<file path="config.mk">
export PLATFORM = sky130hd
export DESIGN_NAME = srt_iter_core
export DESIGN_NICKNAME = d
export VERILOG_FILES = /design/src/rtl/srt_iter_core.sv
export SDC_FILE = /design/constraint.sdc
export NUM_CORES = 1
export LEC_CHECK = 0
export CORE_UTILIZATION = 50
export DETAILED_ROUTE_END_ITERATION = 8
export GPL_TIMING_DRIVEN = 1
export PLACE_DENSITY = 0.78
export SLEW_MARGIN = 20
export SYNTH_ARGS = -nofsm -noshare
export SYNTH_HDL_FRONTEND = slang
export SYNTH_SLANG_ARGS = --single-unit
</file>
<file path="constraint.sdc">
create_clock -name clk -period 13.7 [get_ports clk]
set_input_delay 2.74 -clock clk [delete_from_list [all_inputs] [get_ports clk]]
set_output_delay 2.74 -clock clk [all_outputs]
set_load 0.005 [all_outputs]
</file>
<file path="src/rtl/srt_iter_core.sv">
// srt_iter_core: iteration datapath and control for a radix-4 SRT divider.
// Quotient digit selection is external. Each RUN cycle presents cur_rem and
// cur_div, takes back q_digit, and retires one digit of the recurrence.
// Optional feature: define SRT_OVF_CHECK_EN to enable sticky digit-range
// checking on ovf. Without it, ovf is tied to 0.
module srt_iter_core #(
    parameter int ITER = 12
) (
    input  logic        clk,
    input  logic        rst,
    input  logic        start,
    input  logic [25:0] dividend,
    input  logic [25:0] divisor,
    input  logic [25:0] q_digit,
    output logic [25:0] cur_rem,
    output logic [25:0] cur_div,
    output logic        busy,
    output logic        done,
    output logic [25:0] quotient,
    output logic [25:0] remainder,
    output logic        dz,
    output logic        ovf
);

    typedef enum logic [1:0] {
        IDLE = 2'd0,
        RUN  = 2'd1,
        DONE = 2'd2
    } state_t;

    state_t      state;
    state_t      state_nxt;
    logic [4:0]  cnt;
    logic [4:0]  cnt_inc;
    logic [25:0] prod;
    logic [25:0] p;
    logic        accept;

    // Recurrence step. Products and differences wrap to 26 bits, so signed
    // digits work with plain unsigned arithmetic.
    assign prod    = q_digit * cur_div;
    assign p       = cur_rem - prod;
    assign cnt_inc = cnt + 5'd1;
    assign accept  = (state == IDLE) && start;

    // State register.
    always_ff @(posedge clk) begin
        if (rst) state <= IDLE;
        else     state <= state_nxt;
    end

    // Next-state logic. A zero divisor goes straight to DONE without any
    // iterations.
    always_comb begin
        state_nxt = state;
        unique case (state)
            IDLE: if (start) state_nxt = (divisor != 26'd0) ? RUN : DONE;
            RUN:  if (cnt_inc == 5'(ITER)) state_nxt = DONE;
            DONE: state_nxt = IDLE;
            default: state_nxt = IDLE;
        endcase
    end

    // Output decode.
    always_comb begin
        busy = (state == RUN);
    end

    // Datapath registers. They load on an accepted start, advance on RUN
    // edges, and otherwise hold their values.
    // NOTE: every register here is reset explicitly. There is no memory array,
    // so clearing all state at reset costs nothing.
    always_ff @(posedge clk) begin
        if (rst) begin
            cur_rem   <= '0;
            cur_div   <= '0;
            quotient  <= '0;
            remainder <= '0;
            cnt       <= '0;
            dz        <= 1'b0;
        end else if (accept) begin
            cur_rem   <= dividend;
            cur_div   <= divisor;
            quotient  <= '0;
            remainder <= dividend;
            cnt       <= '0;
            dz        <= (divisor == 26'd0);
        end else if (state == RUN) begin
            cur_rem   <= {p[23:0], 2'b00};
            quotient  <= {quotient[23:0], 2'b00} + q_digit;
            remainder <= p;
            cnt       <= cnt_inc;
        end
    end

    // Completion pulse. It is registered from the DONE state, so it rises one
    // edge after the FSM has finished.
    always_ff @(posedge clk) begin
        if (rst) done <= 1'b0;
        else     done <= (state == DONE);
    end

`ifdef SRT_OVF_CHECK_EN
    // Sticky range check: a digit leaving p negative or p >= d is illegal.
    always_ff @(posedge clk) begin
        if (rst)                                               ovf <= 1'b0;
        else if (accept)                                       ovf <= 1'b0;
        else if ((state == RUN) && (p[25] || (p >= cur_div)))  ovf <= 1'b1;
    end
`else
    assign ovf = 1'b0;
`endif

endmodule
</file>
# Yosys cells after proc, flatten, opt, wreduce, memory -nomap -nowiden
# Index checks and enable logic that the tools add are counted.
dict set report word_totals {
  register_bits 113
  latch_bits 0
  mem_bits_rw 0
  mem_bits_ro 0
  input_bits 81
  output_inout_bits 108
  memories 0
}
dict set report op_classes {
  n_addsub 3
  n_mul 1
  div 0
  n_lt_le_gt_ge 0
  eq_ne 5
  shift 0
  muxes 8
  n_bitwise 0
  reduce_logical 7
}
# operator count
set ops {}
lappend ops {{$mux W26} 4}
lappend ops {{$add A26 B26 Y26} 1}
lappend ops {{$logic_not A26 Y1} 1}
lappend ops {{$mul A26 B26 Y26} 1}
lappend ops {{$reduce_bool A26 Y1} 1}
lappend ops {{$sub A26 B26 Y26} 1}
lappend ops {{$mux W2} 3}
lappend ops {{$add A5 B1 Y5 const B} 1}
lappend ops {{$eq A5 B4 Y1 const B} 1}
lappend ops {{$pmux W2 S2} 1}
lappend ops {{$eq A2 B1 Y1 const B} 1}
lappend ops {{$eq A2 B2 Y1 const B} 1}
lappend ops {{$logic_not A2 Y1} 1}
lappend ops {{$ne A2 B1 Y1 const B} 1}
lappend ops {{$ne A2 B2 Y1 const B} 1}
lappend ops {{$reduce_and A2 Y1} 1}
lappend ops {{$reduce_bool A2 Y1} 1}
lappend ops {{$reduce_or A2 Y1} 1}
lappend ops {{$logic_and A1 B1 Y1} 1}

# Logic depth before layout (Yosys ltp)
dict set report logic_depth {
  ltp_word 4
  depth_mapped 26
  ltp_nobuf 25
}

# Least setup slack after synthesis
# No wires, ideal clock.
dict set report synth_path {
  path_kind {input -> register}
  startpoint {input port q_digit[6]}
  endpoint {register remainder[25]}
  setup_time_ps 128
  arrival_ps 8631
  required_time_ps 13572
  slack_ps 4941
  path_stages 26
  n_path_buf 2
  cell_sequence {clkbuf_1 -> clkbuf_1 -> nand2_1 -> fa_1 -> fa_1 -> inv_1 -> fa_1 -> inv_1 -> fa_1 -> inv_1 -> ha_1 -> inv_1 -> fa_1 -> inv_1 -> fa_1 -> inv_1 -> ha_1 -> a21o_1 -> a21o_1 -> a21o_1 -> a2111o_1 -> a21oi_1 -> o311ai_1 -> xnor2_1 -> a222oi_1 -> nor2_1}
}
dict set report synth_between {
  elab_chain_cells 4
}
# element line
set synth_rtl {}
lappend synth_rtl {{from (decl)} 14} ;# input logic [25:0] q_digit,
lappend synth_rtl {{$mul A26 B26 Y26} 41} ;# assign prod = q_digit * cur_div;
lappend synth_rtl {{$sub A26 B26 Y26} 42} ;# assign p = cur_rem - prod;
lappend synth_rtl {{$mux W26} 88} ;# end else if (state == RUN) begin
lappend synth_rtl {{$mux W26} 81} ;# end else if (accept) begin
lappend synth_rtl {{to (signal assigned)} 85} ;# remainder <= dividend;
lappend synth_rtl {{to (signal assigned)} 91} ;# remainder <= p;
lappend synth_rtl {{to (decl)} 20} ;# output logic [25:0] remainder,
# No other way between the ends. The select of a mux whose other input is x is not followed.
# A chain may end at the register's enable or synchronous reset.

# Worst setup path after layout
dict set report layout_path {
  startpoint {input port q_digit[4]}
  endpoint {register remainder[25]}
}
# Same word-level chain as after synthesis.

==> results.tsv <==
metric	value	unit
outcome	completed	
cts-root-buf	clkbuf_16	
rows	66	
crit_start	q_digit[4]	
grt_pass1_vias	14400	
cts_setup_buffers	0	
hold_violations	0	
start_util	0.511	
drc_errors	0	
core_area	32800	um^2
wl_per_cell	20.2	um
fin_util	0.599	
hp-class	flip-flop to flip-flop	
synthTopCellsByArea	fa_1 (34%), dfxtp_1 (14%), ha_1 (9.6%)	
cp_top_family	adder cells	
synthCells	1958	
leakage	8.97	nW
async_flop_share	0	
placed_area	19000	um^2
skew	0.00762	ns
final_cell_mix	inv_1 (337), nand2_1 (330), fa_1 (281)	
relSlewSlack	0.301	
fin_cells	2550	
power_density	239	nW/um^2
ir_drop	0.000317	V
worst_slew_pin_slew	1.05	ns
synth_fp_nets	2449	
cp_num_buf_inv	7	
cts_buffers	17	
fin_nets	2583	
yosys_warnings	0	
rsz0062_at_grt	no	
yosysUniqueCellTypes	66	
placed_cells	2515	
crit_type	input port to flip-flop	
h-tree-depth	4	
p_int	2.26	mW
post-route-period-util	0.693	
io_pins	189	
netlist_area	16700	um^2
clk_pin_slew	0.06	ns
worst-path-max-fanout	23	
place_ws	3.77	ns
p_switching	2.42	mW
post-route-min-period	9.50	ns
hold_buffers	0	
clkPwrFrac	0.107	
p_sw_frac	0.517	
routed_via_density	5.57	
track_usage	0.313	
cts_tree	done	
cts.path.max_buffers	2	
drt-pass1-iter-count	6	
drv_cap	0	
io_buffers	187	
antenna_left	0	
seqPwrFrac	0.101	
crit_path_start_kind	input port	
crit_path_max_incr_delay	1.16	ns
synth_edf_count	0	
dpl.hpwl	40800	um
grt_pass1_wl	80400	um
fin_setup_tns	0	ns
synthFlopType	dfxtp_1	
cp-end-kind	flip-flop	
finalMaxSlewViolations	0	
p_comb_frac	0.792	
gr-total-overflow	0	
grt_max_degree	66	
cp_data_arrival_time	9.79	ns
routed_wl	51500	um
critical_path_required	13.99	ns
die_y	185	um
cts_num_sinks	113	
synth_area_leader_cell	fa_1	
ys_seq_area_frac	0.135	
dr.first_iter.drc_count	1143	
setup_viol	0	
gp_congestion	0.939	
setup_slack	4.20	ns
layout_commonest_cell	inv_1	
synth.avg_cell_area	8.55	um^2
ctsResizeCount	0	
route.vias.total	14200	
ys_ff_latch	113	
die_w	185	um
r2r_slack	6.59	ns
hold_path_startpoint	dz$_SDFFE_PP0P_	
r2r-start	cur_div[2]$_SDFFE_PP0P_	
synth.top_cell.area_share	0.336	
clkLatencyLatePin	0.42	ns
die-area	34200	um^2
area_growth	17.2	%
cp_slowest_cell	clkdlybuf4s50_1	
grt_antenna_before_repair	1	
max_freq	105	MHz
drive_above_1_share	0.0337	
fin_area	19600	um^2
sequential cells by signal, indices dropped and copies added (netlist names):
name / flops
cur_div: 26
cur_rem: 26
quotient: 26
remainder: 26
cnt: 5
state: 2
done: 1
dz: 1
synthesized netlist by cell type (12+ instances only):
cell and number:
a22oi_1 23, ha_1 129, and2_1 170, nand3_1 20, o21ai_0 37, a31oi_1 21
nand2b_1 12, dfxtp_1 113, xor2_1 28, inv_1 337, a211oi_1 16, a21o_1 17
nor3_1 17, nand2_1 330, nor2_1 55, xnor2_1 62, fa_1 281, a21oi_1 86
clkbuf_1 86
worst paths after layout:
path | end | cells past startpoint
worst max-delay path | remainder[25]$_SDFFE_PP0P_ | 25
worst min-delay path | dz$_SDFFE_PP0P_ | 2
worst max register to register | remainder[25]$_SDFFE_PP0P_ | 24
worst min register to register | dz$_SDFFE_PP0P_ | 2
stage by stage:
step	total power, mW	hold slack, ns
after floorplan	3.09	0.449
after global placement	4.04	0.451
after detailed placement	4.09	0.451
after CTS	4.64	0.462
after global routing	5.10	0.486
final	4.68	0.463
worst register-to-register path, cell delays in order (launching register included):
cell and delay [ns]:
dfxtp_1 0.73, buf_4 0.39, nand2_1 0.12, fa_1 0.56, inv_1 0.06, fa_1 0.53
fa_1 0.55, inv_1 0.05, fa_1 0.51, inv_1 0.04, ha_1 0.27, inv_1 0.04
fa_1 0.48, inv_1 0.05, fa_1 0.48, inv_1 0.04, ha_1 0.36, a21o_1 0.19
a21o_1 0.20, a2111o_1 0.40, a21oi_1 0.25, o311ai_1 0.18, xnor2_1 0.15, a222oi_1 0.29
nor2_1 0.06
layer usage:
layer	up-vias	track usage	routed length (um)
li1	6364	-	-
met1	7035	0.410	20200
met2	708	0.517	24600
met3	107	0.0560	4850
met4	0	0.115	1810
met5	-	0	0
final cells by class:
cell class / instances / area (um^2)
Sequential cell: 113 / 2260
Clock inverter: 15 / 233
Tap cell: 442 / 553
Timing Repair Buffer: 210 / 2040
Clock buffer: 17 / 425
Inverter: 338 / 1270
Multi-Input combinational cell: 1412 / 12800
Antenna cell: 3 / 7.51
Fill cell: 2817 / 13200
cells by family (layout without fill, tap and decap cells):
group,Yosys count,after routing,share of synthesized area
fa+ha+maj,410,410,0.432
mux,5,5,0.00299
buf+inv,433,580,0.0985
other cells,1,4,0.000224
compound gates,260,260,0.0994
xor+xnor,93,93,0.0504
simple gates,643,643,0.181
flops,113,113,0.135
power groups by stage:
| stage | logic [mW] | clock network [mW] | registers [mW] |
|---|---|---|---|
| after floorplan | 2.64 | 0 | 0.443 |
| after global placement | 3.57 | 0 | 0.476 |
| after detailed placement | 3.62 | 0 | 0.474 |
| after CTS | 3.67 | 0.502 | 0.469 |
| after global routing | 4.10 | 0.516 | 0.476 |
| final | 3.71 | 0.502 | 0.471 |
(Power assumes the default switching activity.)
